**src/rtl/sound_arbiter_if.sv**
```systemverilog
// Controller-side bundle for sound_arbiter: request inputs and tone-generator outputs.
// The mute input exists only when SND_MUTE_EN is defined.
interface sound_arbiter_if;
  // Requests carry no handshake: color_req and start_req are levels, sampled every clock
  // (start is requested on the rising edge of start_req). win/lose/hs are one-cycle pulses
  // latched into pending bits on the edge that samples them. Outputs are registered levels.
  logic       color_req;
  logic [1:0] color;
  logic       start_req;
  logic       win_pulse;
  logic       lose_pulse;
  logic       hs_pulse;
`ifdef SND_MUTE_EN
  logic       mute;
`endif
  logic [2:0] tone;
  logic       tone_ena;
  logic       busy;

  modport master (
`ifdef SND_MUTE_EN
    output mute,
`endif
    output color_req, color, start_req, win_pulse, lose_pulse, hs_pulse,
    input  tone, tone_ena, busy
  );

  modport slave (
`ifdef SND_MUTE_EN
    input  mute,
`endif
    input  color_req, color, start_req, win_pulse, lose_pulse, hs_pulse,
    output tone, tone_ena, busy
  );
endinterface

```
**src/rtl/sound_arbiter.sv**
```systemverilog
// Shares one tone generator between the live colour tone and four prioritised event jingles.
// Optional SND_MUTE_EN adds a mute input that gates tone_ena after the output register.
module sound_arbiter #(
  parameter int TICK_DIV   = 1000,
  parameter int NOTE_TICKS = 8,
  parameter int GAP_TICKS  = 2
) (
  input  logic                clk,
  input  logic                rst_n,
  sound_arbiter_if.slave      bus,
  output logic [1:0]          state_dbg
);

  typedef enum logic [1:0] {IDLE, COLOR, NOTE, GAP} state_t;

  localparam int MAX_TICKS = (NOTE_TICKS > GAP_TICKS) ? NOTE_TICKS : GAP_TICKS;
  localparam int CW        = $clog2(TICK_DIV * MAX_TICKS + 1);
  localparam int NOTE_CYC  = TICK_DIV * NOTE_TICKS;
  localparam int GAP_CYC   = TICK_DIV * GAP_TICKS;
  localparam logic [CW-1:0] NOTE_LOAD = CW'(NOTE_CYC - 1);
  localparam logic [CW-1:0] GAP_LOAD  = CW'((GAP_CYC > 0) ? GAP_CYC - 1 : 0);
  localparam logic [CW-1:0] CNT_ONE   = CW'(1);

  // Jingle ids double as pending-bit indices; lower index wins.
  localparam logic [1:0] J_LOSE = 2'd0, J_WIN = 2'd1, J_HS = 2'd2, J_START = 2'd3;

  state_t        state_q, state_n;
  logic [3:0]    pend_q, pend_n, set_bits, clr_bits;
  logic          start_q;
  logic [CW-1:0] cnt_q, cnt_n;
  logic [2:0]    idx_q, idx_n;
  logic [1:0]    jin_q, jin_n, sel;
  logic [2:0]    tone_q, tone_n;
  logic          ena_q, ena_n;
  logic          busy_q, busy_n;
  logic          step, take;

  function automatic logic [2:0] note_of(input logic [1:0] j, input logic [2:0] i);
    case (j)
      J_LOSE:  note_of = 3'd4;
      J_WIN:   note_of = (i == 3'd4) ? 3'd5 : i;
      J_HS:    note_of = (i == 3'd1) ? 3'd3 : 3'd5;
      default: note_of = i;
    endcase
  endfunction

  function automatic logic [2:0] last_idx(input logic [1:0] j);
    case (j)
      J_LOSE:  last_idx = 3'd1;
      J_WIN:   last_idx = 3'd4;
      J_HS:    last_idx = 3'd2;
      default: last_idx = 3'd3;
    endcase
  endfunction

  assign set_bits = {bus.start_req & ~start_q, bus.hs_pulse, bus.win_pulse, bus.lose_pulse};

  always_comb begin
    state_n  = state_q;
    tone_n   = tone_q;
    ena_n    = ena_q;
    cnt_n    = cnt_q;
    idx_n    = idx_q;
    jin_n    = jin_q;
    clr_bits = 4'b0000;
    step     = 1'b0;
    take     = 1'b0;
    sel      = J_START;

    case (state_q)
      IDLE: begin
        if (|pend_q) take = 1'b1;
        else if (bus.color_req) begin
          state_n = COLOR;
          tone_n  = {1'b0, bus.color};
          ena_n   = 1'b1;
        end
      end
      COLOR: begin
        if (|pend_q) take = 1'b1;
        else if (bus.color_req) tone_n = {1'b0, bus.color};
        else begin
          state_n = IDLE;
          ena_n   = 1'b0;
        end
      end
      NOTE: begin
        if (cnt_q == '0) begin
          if (GAP_TICKS > 0) begin
            state_n = GAP;
            ena_n   = 1'b0;
            cnt_n   = GAP_LOAD;
          end else step = 1'b1;
        end else cnt_n = cnt_q - CNT_ONE;
      end
      default: begin
        if (cnt_q == '0) step = 1'b1;
        else cnt_n = cnt_q - CNT_ONE;
      end
    endcase

    // End of a note or gap: advance within the jingle, then pending work, then colour.
    if (step) begin
      if (idx_q != last_idx(jin_q)) begin
        state_n = NOTE;
        idx_n   = idx_q + 3'd1;
        tone_n  = note_of(jin_q, idx_q + 3'd1);
        ena_n   = 1'b1;
        cnt_n   = NOTE_LOAD;
      end else if (|pend_q) take = 1'b1;
      else if (bus.color_req) begin
        state_n = COLOR;
        tone_n  = {1'b0, bus.color};
        ena_n   = 1'b1;
      end else begin
        state_n = IDLE;
        ena_n   = 1'b0;
      end
    end

    if (take) begin
      if (pend_q[0])      sel = J_LOSE;
      else if (pend_q[1]) sel = J_WIN;
      else if (pend_q[2]) sel = J_HS;
      else                sel = J_START;
      clr_bits = 4'b0001 << sel;
      state_n  = NOTE;
      jin_n    = sel;
      idx_n    = 3'd0;
      tone_n   = note_of(sel, 3'd0);
      ena_n    = 1'b1;
      cnt_n    = NOTE_LOAD;
    end

    // A request landing on the edge its bit is consumed survives, so it replays.
    pend_n = (pend_q & ~clr_bits) | set_bits;
    busy_n = (state_n == NOTE) || (state_n == GAP) || (|pend_n);
  end

  always_ff @(posedge clk or negedge rst_n) begin
    if (!rst_n) begin
      state_q <= IDLE;
      pend_q  <= 4'b0000;
      start_q <= 1'b0;
      cnt_q   <= '0;
      idx_q   <= 3'd0;
      jin_q   <= J_LOSE;
      tone_q  <= 3'd0;
      ena_q   <= 1'b0;
      busy_q  <= 1'b0;
    end else begin
      state_q <= state_n;
      pend_q  <= pend_n;
      start_q <= bus.start_req;
      cnt_q   <= cnt_n;
      idx_q   <= idx_n;
      jin_q   <= jin_n;
      tone_q  <= tone_n;
      ena_q   <= ena_n;
      busy_q  <= busy_n;
    end
  end

  assign bus.tone  = tone_q;
  assign bus.busy  = busy_q;
  assign state_dbg = state_q;
`ifdef SND_MUTE_EN
  assign bus.tone_ena = ena_q & ~bus.mute;
`else
  assign bus.tone_ena = ena_q;
`endif

endmodule

```
**src/flat_wrapper.sv**
```systemverilog
// flat-port wrapper written by rule: the top's interface ports become plain ports
module sound_arbiter_flat 
#(
  parameter int TICK_DIV   = 1000,
  parameter int NOTE_TICKS = 8,
  parameter int GAP_TICKS  = 2
)
  (clk, rst_n, state_dbg, bus_color_req, bus_color, bus_start_req, bus_win_pulse, bus_lose_pulse, bus_hs_pulse, bus_tone, bus_tone_ena, bus_busy);
  sound_arbiter_if bus_i ();
  input  logic clk;
  input  logic rst_n;
  output logic [1:0] state_dbg;
  input wire logic [$bits(bus_i.color_req)-1:0] bus_color_req;
  input wire logic [$bits(bus_i.color)-1:0] bus_color;
  input wire logic [$bits(bus_i.start_req)-1:0] bus_start_req;
  input wire logic [$bits(bus_i.win_pulse)-1:0] bus_win_pulse;
  input wire logic [$bits(bus_i.lose_pulse)-1:0] bus_lose_pulse;
  input wire logic [$bits(bus_i.hs_pulse)-1:0] bus_hs_pulse;
  output wire logic [$bits(bus_i.tone)-1:0] bus_tone;
  output wire logic [$bits(bus_i.tone_ena)-1:0] bus_tone_ena;
  output wire logic [$bits(bus_i.busy)-1:0] bus_busy;
  assign bus_i.color_req = bus_color_req;
  assign bus_i.color = bus_color;
  assign bus_i.start_req = bus_start_req;
  assign bus_i.win_pulse = bus_win_pulse;
  assign bus_i.lose_pulse = bus_lose_pulse;
  assign bus_i.hs_pulse = bus_hs_pulse;
  assign bus_tone = bus_i.tone;
  assign bus_tone_ena = bus_i.tone_ena;
  assign bus_busy = bus_i.busy;
  sound_arbiter #(.TICK_DIV(TICK_DIV), .NOTE_TICKS(NOTE_TICKS), .GAP_TICKS(GAP_TICKS)) u_core (.clk(clk), .rst_n(rst_n), .bus(bus_i), .state_dbg(state_dbg));
endmodule
```
**config.mk**
```make
export PLATFORM = sky130hd
export DESIGN_NAME = sound_arbiter_flat
export DESIGN_NICKNAME = d
export VERILOG_FILES = /design/src/rtl/sound_arbiter_if.sv /design/src/rtl/sound_arbiter.sv /design/src/flat_wrapper.sv
export SDC_FILE = /design/constraint.sdc
export NUM_CORES = 1
export LEC_CHECK = 0
export CAP_MARGIN = 20
export CORE_MARGIN = 5
export CORE_UTILIZATION = 49
export DETAILED_ROUTE_END_ITERATION = 16
export PLACE_DENSITY = 0.8
export SLEW_MARGIN = 20
export SYNTH_ARGS = -nofsm -noshare
export SYNTH_HDL_FRONTEND = slang
export SYNTH_SLANG_ARGS = --single-unit
```
**constraint.sdc**
```tcl
create_clock -name clk -period 7.1 [get_ports clk]
set_clock_uncertainty 0.2 [all_clocks]
set_input_delay 2.13 -clock clk [delete_from_list [all_inputs] [get_ports clk]]
set_output_delay 2.13 -clock clk [all_outputs]
set_load 0.02 [all_outputs]
```
==> impl_metrics.toml <==
[power_and_ir_drop]
p_leak_uw = 0.000833
ir_worst_vdd_uv = 166
power_density_nw_per_um2 = 190

[finish]
layout_commonest_cell = "dfrtp_1"
drive_above_1_share = 0.100
synthToLayoutAreaGrowth_pct = 19.0
diodes = 0
layout_common_cells = "dfrtp_1 (30), nand2_1 (17), o21ai_0 (15), clkdlybuf4s50_1 (15), nor2_1 (14)"
layout.nets = 226
num-fill-cells = 305

[clock_network]
cts_post_setup_buffers_inserted = 0
cts_buffers = 5
cts_sinks = 30
cts_tree = "done"
root_buffer = "clkbuf_8"
htree_levels = 2
cts_hold_buf = 0
cts_resized = 0
clock_path_buffers = 2
clkTransAtPathRegs_ns = 0.07
insertion_delay_ns = 0.29

[global_route]
overflow = 0
grt_max_degree = 31
grt_first_pass_wirelength_um = 6560
grt_pass1_vias = 1379
antenna_found_initial = 0
groute.usage.overall = 0.169

[routing]
drc = 0
vias = 1508
drt-total-wl_um = 3920
routedWlPerCell_um = 15.2
drtAntennaViolNets = 0
viasPerCell = 5.87
dr.first_iter.drc_count = 96
drtPass1Iterations = 4

[worst_setup_path]
worst-endpoint-arrival_ns = 1.75
setup.worst_path.start_class = "flop"
required_ns = 4.77
critical_path_class = "flop to output pin"
cp_slowest_cell = "dfrtp_1"
worstPathMaxFanout = 20
endpoint_kind = "output pin"
cp_top_family = "flip-flops"
cp_num_buf_inv = 1
crit_chain = "clkdlybuf4s50_1"
max_stage_delay_ns = 0.73

[timing]
slew_viol_final = 0
slew_headroom = 0.289
rsz0062_at_grt = "no"
fmax_mhz = 245
holdWs_ns = 0.321
period_share = 0.575
setup_viol = 0
period_needed_ns = 4.08
worst_pin_slew_ns = 1.06
tns_ns = 0
hold_viol = 0

[floorplan]
pin_count = 16
core_um2 = 3610
dieArea_um2 = 4950
dieHeight_um = 70.3
die_w_um = 70.3
row_count = 22
start_util = 0.495

[synth]
synth_area_um2 = 1780
syn_inst = 189
postSynthAreaPerCell_um2 = 9.44
yosysWarnings = 0
synth-seq-cells = 30
async_flop_share = 1.00
synthFlopType = "dfrtp_1"
synth_cell_type_count = 54
synth_nets = 207
yosysSeqAreaShare = 0.421
synth-edff-count = 0

[place]
io_buffers = 15
gp_congestion = 0.854
dp_hpwl_um = 2780

[status]
status = "completed"

[job]
drv_cap = 0

[worst_hold_path]
hold_path_class = "flop to flop"
[through the flow]
| stage | setup slack (ns) | cells | utilization | total power [µW] | area [µm²] |
|---|---|---|---|---|---|
| final | 3.02 | 257 | 0.589 | 403 | 2120 |
| after global routing | 2.94 | 257 | 0.589 | 417 | 2120 |
| after CTS | 3.01 | 257 | 0.589 | 406 | 2120 |
| after detailed placement | 3.33 | 249 | 0.549 | 190 | 1980 |
| after global placement | 3.34 | 249 | 0.549 | 190 | 1980 |
| after floorplan | 4.24 | 189 | - | 180 | 1780 |
[cell usage after synthesis (3+ instances only)]
| cell type | n | area [µm²] |
|---|---|---|
| nor4_1 | 4 | 25.0 |
| nor2_1 | 14 | 52.6 |
| nand2b_1 | 4 | 25.0 |
| o211ai_1 | 5 | 37.5 |
| dfrtp_1 | 30 | 751 |
| a21o_1 | 3 | 22.5 |
| ha_1 | 9 | 113 |
| nor3_1 | 8 | 40.0 |
| a21oi_1 | 11 | 55.1 |
| nand3_1 | 5 | 25.0 |
| o21a_1 | 4 | 30.0 |
| nand2_1 | 17 | 63.8 |
| o21ai_0 | 15 | 75.1 |
| inv_1 | 13 | 48.8 |
[layout make-up]
cell class	instances	area [µm²]	share of cell area
repair buffers	16	158	0.0742
multi-input cells	141	960	0.452
clock inverters	2	60.1	0.0283
inverters	14	52.6	0.0247
flip-flops and latches	30	751	0.354
clock buffers	6	82.6	0.0389
well taps	48	60.1	0.0283
[flip-flops by register name, indices dropped and copies added, names as in the netlist]
signal               cells
u_core.bus.tone          3
u_core.cnt_q            13
u_core.state_dbg         2
u_core.jin_q             2
u_core.bus.busy          1
u_core.pend_q            4
u_core.bus.tone_ena      1
u_core.idx_q             3
u_core.start_q           1
[final timing paths]
| kind | from | end | depth (start not counted) | slack [ns] |
|---|---|---|---|---|
| worst max-delay path | u_core.state_dbg[1] | state_dbg[1] | 1 | 3.02 |
| worst min-delay path | u_core.bus.tone[1] | u_core.bus.tone[1] | 1 | 0.32 |
| worst max register to register | u_core.cnt_q[0] | u_core.cnt_q[0] | 10 | 4.31 |
| worst min register to register | u_core.bus.tone[1] | u_core.bus.tone[1] | 1 | 0.32 |
| max in group asynchronous | rst_n | u_core.cnt_q[5] | 2 | 4.39 |
| min in group asynchronous | rst_n | u_core.cnt_q[3] | 2 | 2.02 |
[power by group]
group	switching [µW]	internal (µW)	total [µW]	leakage (µW)
clock network	66.6	150	216	0.0000714
logic	7.38	6.85	14.2	0.000433
registers	0.566	172	172	0.000329
[kinds of logic after synthesis]
kind of cell | synth area share
fa+ha+maj | 0.0631
flops | 0.421
xor+xnor | 0.00982
compound gates | 0.225
simple gates | 0.228
buf+inv | 0.0414
mux | 0.0119
[routing by layer]
layer  global-route usage  wire length [µm]  vias up
li1                     -                 -      738
met1                0.211              1810      730
met2                0.264              1870       33
met3               0.0532               166        7
met4               0.0809                76        0
met5                    0                 0        -
No activity file was read; power rests on OpenSTA's default activity.
